<file path="src/rtl/letc_core_pkg.sv">
// LETC Core execute-stage types and constants shared by the multiply unit.
package letc_core_pkg;

   // Encoding matches funct3[1:0] of the M-extension multiply group.
   typedef enum logic [1:0] {
      MUL    = 2'b00,
      MULH   = 2'b01,
      MULHSU = 2'b10,
      MULHU  = 2'b11
   } mul_op_e;

   localparam int MUL_LATENCY = 5;

   typedef enum logic [1:0] {
      IDLE = 2'b00,
      BUSY = 2'b01,
      DONE = 2'b10
   } mul_unit_state_e;

   function automatic logic rs1_is_signed(input mul_op_e op);
      return (op == MULH) || (op == MULHSU);
   endfunction

   function automatic logic rs2_is_signed(input mul_op_e op);
      return op == MULH;
   endfunction

endpackage

</file>
<file path="src/rtl/riscv_pkg.sv">
// Shared RISC-V base types for the LETC Core.
package riscv_pkg;

   typedef logic [31:0] word_t;

endpackage

</file>
<file path="src/rtl/letc_core_multiplier.sv">
// Unsigned 32x32->64 multiplier, MUL_LATENCY register stages from i_valid to o_valid.
module letc_core_multiplier
   import letc_core_pkg::*;
   import riscv_pkg::*;
(
   input  logic  i_clk,
   input  logic  i_rst,
   input  logic  i_valid,
   input  word_t i_a,
   input  word_t i_b,
   output logic  o_valid,
   output word_t o_upper,
   output word_t o_lower
);

   logic [MUL_LATENCY-1:0] valid_q;
   word_t                  a_q;
   word_t                  b_q;
   logic [63:0]            prod_q [MUL_LATENCY-1];

   always_ff @(posedge i_clk or posedge i_rst) begin
      if (i_rst) valid_q <= '0;
      else       valid_q <= {valid_q[MUL_LATENCY-2:0], i_valid};
   end

   // Data stages carry no reset; consumers time completion independently.
   always_ff @(posedge i_clk) begin
      if (i_valid) begin
         a_q <= i_a;
         b_q <= i_b;
      end
      prod_q[0] <= 64'(a_q) * 64'(b_q);
      for (int i = 1; i < MUL_LATENCY - 1; i++) begin
         prod_q[i] <= prod_q[i-1];
      end
   end

   assign o_valid = valid_q[MUL_LATENCY-1];
   assign o_upper = prod_q[MUL_LATENCY-2][63:32];
   assign o_lower = prod_q[MUL_LATENCY-2][31:0];

endmodule

</file>
<file path="src/rtl/letc_core_mul_unit.sv">
// RISC-V M-extension multiply front-end: sign handling around an unsigned pipelined multiplier.
// Optional LETC_CORE_MUL_ZERO_BYPASS_EN: zero operands complete in one cycle without the multiplier.
module letc_core_mul_unit
   import letc_core_pkg::*;
   import riscv_pkg::*;
(
   input  logic    i_clk,
   input  logic    i_rst,
   input  logic    i_req_valid,
   output logic    o_req_ready,
   input  mul_op_e i_req_op,
   input  word_t   i_req_rs1,
   input  word_t   i_req_rs2,
   input  logic    i_flush,
   output logic    o_rsp_valid,
   input  logic    i_rsp_ready,
   output word_t   o_rsp_result
);

   mul_unit_state_e state_q, state_d;
   logic [2:0]      cnt_q, cnt_d;
   mul_op_e         op_q, op_d;
   logic            neg_q, neg_d;
   word_t           result_q, result_d;

   logic        accept;
   logic        bypass;
   logic        mul_start;
   logic        sign_rs1, sign_rs2;
   word_t       mag_rs1, mag_rs2;
   word_t       mul_upper, mul_lower;
   logic        mul_valid_unused;
   logic [63:0] product;

   // Handshakes: a transfer occurs on a cycle where valid && ready; the
   // request side is only ready in IDLE and never while flushing.
   assign o_req_ready = (state_q == IDLE) && !i_flush;
   assign o_rsp_valid = (state_q == DONE);
   assign o_rsp_result = result_q;
   assign accept = i_req_valid && o_req_ready;

   assign sign_rs1 = i_req_rs1[31] && rs1_is_signed(i_req_op);
   assign sign_rs2 = i_req_rs2[31] && rs2_is_signed(i_req_op);
   assign mag_rs1  = sign_rs1 ? -i_req_rs1 : i_req_rs1;
   assign mag_rs2  = sign_rs2 ? -i_req_rs2 : i_req_rs2;

`ifdef LETC_CORE_MUL_ZERO_BYPASS_EN
   assign bypass = (i_req_rs1 == '0) || (i_req_rs2 == '0);
`else
   assign bypass = 1'b0;
`endif

   assign mul_start = accept && !bypass;
   assign product   = neg_q ? -{mul_upper, mul_lower} : {mul_upper, mul_lower};

   letc_core_multiplier u_multiplier (
      .i_clk   (i_clk),
      .i_rst   (i_rst),
      .i_valid (mul_start),
      .i_a     (mag_rs1),
      .i_b     (mag_rs2),
      .o_valid (mul_valid_unused),
      .o_upper (mul_upper),
      .o_lower (mul_lower)
   );

   always_comb begin
      state_d  = state_q;
      cnt_d    = cnt_q;
      op_d     = op_q;
      neg_d    = neg_q;
      result_d = result_q;
      if (i_flush) begin
         state_d = IDLE;
      end else begin
         unique case (state_q)
            IDLE: begin
               if (accept) begin
                  op_d  = i_req_op;
                  neg_d = sign_rs1 ^ sign_rs2;
                  if (bypass) begin
                     state_d  = DONE;
                     result_d = '0;
                  end else begin
                     state_d = BUSY;
                     cnt_d   = 3'(MUL_LATENCY - 1);
                  end
               end
            end
            BUSY: begin
               // Countdown is aligned so cnt_q == 0 is the cycle this op's product leaves the pipe.
               if (cnt_q == '0) begin
                  state_d  = DONE;
                  result_d = (op_q == MUL) ? product[31:0] : product[63:32];
               end else begin
                  cnt_d = cnt_q - 3'd1;
               end
            end
            DONE: begin
               if (i_rsp_ready) state_d = IDLE;
            end
            default: state_d = IDLE;
         endcase
      end
   end

   always_ff @(posedge i_clk or posedge i_rst) begin
      if (i_rst) begin
         state_q  <= IDLE;
         cnt_q    <= '0;
         op_q     <= MUL;
         neg_q    <= 1'b0;
         result_q <= '0;
      end else begin
         state_q  <= state_d;
         cnt_q    <= cnt_d;
         op_q     <= op_d;
         neg_q    <= neg_d;
         result_q <= result_d;
      end
   end

endmodule
</file>
<file path="config.mk">
export PLATFORM = sky130hd
export DESIGN_NAME = letc_core_mul_unit
export DESIGN_NICKNAME = d
export VERILOG_FILES = /design/src/rtl/letc_core_pkg.sv /design/src/rtl/riscv_pkg.sv /design/src/rtl/letc_core_multiplier.sv /design/src/rtl/letc_core_mul_unit.sv
export SDC_FILE = /design/constraint.sdc
export NUM_CORES = 2
export LEC_CHECK = 0
export BUFFER_PORTS_ARGS = -buffer_cell sky130_fd_sc_hd__buf_2
export CORE_MARGIN = 1
export CORE_UTILIZATION = 55
export DETAILED_ROUTE_END_ITERATION = 10
export PLACE_DENSITY = 0.72
export SKIP_LAST_GASP = 1
export SLEW_MARGIN = 15
export SYNTH_ARGS = -nofsm -noshare
export SYNTH_HDL_FRONTEND = slang
export SYNTH_SLANG_ARGS = --single-unit
export TNS_END_PERCENT = 5
</file>
<file path="constraint.sdc">
create_clock -name i_clk -period 11.7 [get_ports i_clk]
set_input_delay 2.925 -clock i_clk [delete_from_list [all_inputs] [get_ports i_clk]]
set_output_delay 2.925 -clock i_clk [all_outputs]
set_load 0.01 [all_outputs]
</file>
==> flow_metrics.py <==
metrics = {
    "status": {
        "status": "finished clean",
    },
    "clock_network": {
        "clk_transition_reported_paths_ps": 60,
        "cts_hold_buffers": 0,
        "cts_resized": 0,
        "clock-sinks": 360,
        "cts_tree": "done",
        "clock_latency_ps": 590,
        "clock-root-buffer": "clkbuf_16",
        "cts-htree-levels": 2,
        "postCtsSetupRepairBufs": 0,
        "cts_buffers": 35,
        "cts.path.max_buffers": 3,
    },
    "route": {
        "drtAntennaViolNets": 0,
        "wl_um": 114000,
        "drcViolationCount": 0,
        "viasPerCell": 5.49,
        "wl_per_cell_um": 20.2,
        "drt-initial-drc-count": 2410,
        "vias": 31000,
        "drtPass1Iterations": 8,
    },
    "global_route": {
        "overflow": 0,
        "antenna_found_initial": 3,
        "grt.busiest_layer": "met2",
        "grt_pass1_wl_um": 183000,
        "met1_usage_pct": 38.6,
        "use_met2_pct": 46.4,
        "grt_max_degree": 66,
        "grtUsageTotal_pct": 29.0,
        "grt_pass1_vias": 33400,
        "met3_usage_pct": 7.30,
    },
    "sta": {
        "setup_viol": 0,
        "worst_pin_slew_ps": 1050,
        "fmax_mhz": 117,
        "maxSlewHeadroom_pct": 30.0,
        "hold_viol": 0,
        "drv_slew": 0,
        "rsz0062_at_grt": "false",
        "finalSetupTns_ps": 0,
        "period_share_pct": 73.1,
        "fin_crit_ps": 8550,
        "fin_skew_ps": 58.2,
    },
    "placement": {
        "portBuffers": 104,
        "gp_congestion": 0.951,
        "dpl.hpwl_um": 85600,
    },
    "die": {
        "die_w_um": 287,
        "ioPinCount": 105,
        "num_rows": 104,
        "start_util_pct": 55.5,
        "die_h_um": 287,
        "die_area_mm2": 0.0822,
        "design.core.area_mm2": 0.0804,
    },
    "synthesis": {
        "synth_edf_count": 64,
        "synth-main-ff-cell": "dfxtp_1",
        "ys_seq_area_share_pct": 18.0,
        "syn-num-nets": 5827,
        "synthArstFlopShare_pct": 11.1,
        "syn_inst": 4591,
        "ys_ff_latch": 360,
        "ys_types": 65,
        "ys_warn_count": 0,
        "avgSynthCellArea_um2": 9.71,
        "synthesis.area_mm2": 0.0446,
    },
    "finish": {
        "layout_commonest_cell": "fa_1",
        "layout_common_cells": "896 x fa_1, 872 x inv_1, 603 x and2_1, 546 x nand2_1, 269 x ha_1",
        "drive_above_1_share_pct": 5.45,
        "fin_nets": 5796,
        "diodes": 0,
        "area_growth_syn_to_layout_pct": 6.01,
    },
    "worst_hold_path": {
        "hold_path.class": "reg2reg",
        "hp-start": "u_multiplier.prod_q[2][49]",
    },
    "setup_path": {
        "crit_slowest_cell": "edfxtp_1",
        "crit_path_start_kind": "flop",
        "worstPathMaxFanout": 17,
        "cp-end-kind": "flop",
        "reg2reg_to": "u_multiplier.prod_q[0][61]",
        "crit_type": "reg2reg",
        "required_ps": 12180,
        "slowest_delay_ps": 880,
        "crit_arrival_ps": 9030,
        "regToRegStartpoint": "u_multiplier.a_q[11]",
        "path_cells": "buf_4 > and2_1 > fa_1 > fa_1 > inv_1 > fa_1 > fa_1 > inv_1 > fa_1 > fa_1 > fa_1 > fa_1 > ha_1 > nand2_1 > nor3_1 > o21ai_0 > a2111oi_0 > o31ai_1 > o21ai_0 > xor2_1",
        "cp_num_buf_inv": 3,
        "worst_path_most_repeated_cell": "fa_1",
        "crit_path_end": "u_multiplier.prod_q[0][61]",
        "ff2ff_path_depth": 20,
        "critical-path-top-delay-family": "adder cells",
        "crit_cells": 20,
        "crit_start": "u_multiplier.a_q[11]",
        "rrSetupSlack_ps": 3150,
    },
    "run": {
        "drv_cap": 0,
    },
}
[cell type report]
cell class,count,area (um^2)
Tap cell,1060,1330
Timing Repair Buffer,173,1070
Clock inverter,19,220
Multi-Input combinational cell,3117,32400
Clock buffer,44,981
Fill cell,6839,33100
Inverter,873,3280
Sequential cell,360,8050
[metrics by stage]
stage,instances,hold slack [ps],setup WS (ps),util [%],instance area (um^2)
2_1_floorplan,4591,310,4630,-,44600
3_3_place_gp,5581,310,3220,57.2,46000
3_5_place_dp,5581,312,3010,57.2,46000
4_1_cts,5644,309,3000,58.7,47200
5_1_grt,5646,318,3000,58.8,47300
6_report,5646,309,3150,58.8,47300
[synthesized netlist by cell type (all sizes together) (17+ instances only)]
master / count / area [um^2]
fa: 896 / 17900
inv: 873 / 3280
and2: 603 / 3770
nand2: 546 / 2050
ha: 269 / 3370
dfxtp: 256 / 5120
clkbuf: 238 / 893
a21oi: 114 / 571
o21ai: 113 / 566
nor2: 92 / 345
xnor2: 92 / 806
xor2: 87 / 762
edfxtp: 64 / 1920
dfrtp: 40 / 1000
a21o: 35 / 263
o31ai: 31 / 243
nor3: 28 / 140
nand3: 23 / 115
o41ai: 19 / 174
or3: 17 / 106
[worst min-delay path by stage]
stage	endpoint	depth (start not counted)	slack [ps]
final	u_multiplier.prod_q[3][49]	0	310
after global routing	u_multiplier.prod_q[3][49]	0	320
after global placement	u_multiplier.prod_q[3][30]	0	310
after CTS	u_multiplier.prod_q[3][49]	0	310
after detailed placement	u_multiplier.prod_q[1][23]	0	310
after floorplan	u_multiplier.prod_q[1][0]	0	310
[flip-flops by register name (all words and copies together) (netlist names)]
name                 count
cnt_q                    3
neg_q                    1
o_rsp_result            32
op_q                     2
state_q                  2
u_multiplier.a_q        32
u_multiplier.b_q        32
u_multiplier.prod_q    256
[kinds of logic (layout without fill, tap and decap cells)]
| group | count (synthesis) | after routing | share of synthesized area, % |
|---|---|---|---|
| flops | 360 | 360 | 18.0 |
| xor+xnor | 179 | 179 | 3.52 |
| fa+ha+maj | 1165 | 1165 | 47.8 |
| buf+inv | 1114 | 1109 | 9.40 |
| compound gates | 375 | 375 | 5.16 |
| simple gates | 1398 | 1398 | 16.1 |
[metal layers]
layer / share of wire, % / up-vias
met5: 0.011 / -
met4: 3.9 / 2
met3: 10 / 257
met2: 46 / 1426
met1: 40 / 15600
li1: - / 13700
Power is left out: the tool's default activity adds up to more than one toggle a clock period on the data nets, which glitch-free logic cannot reach.
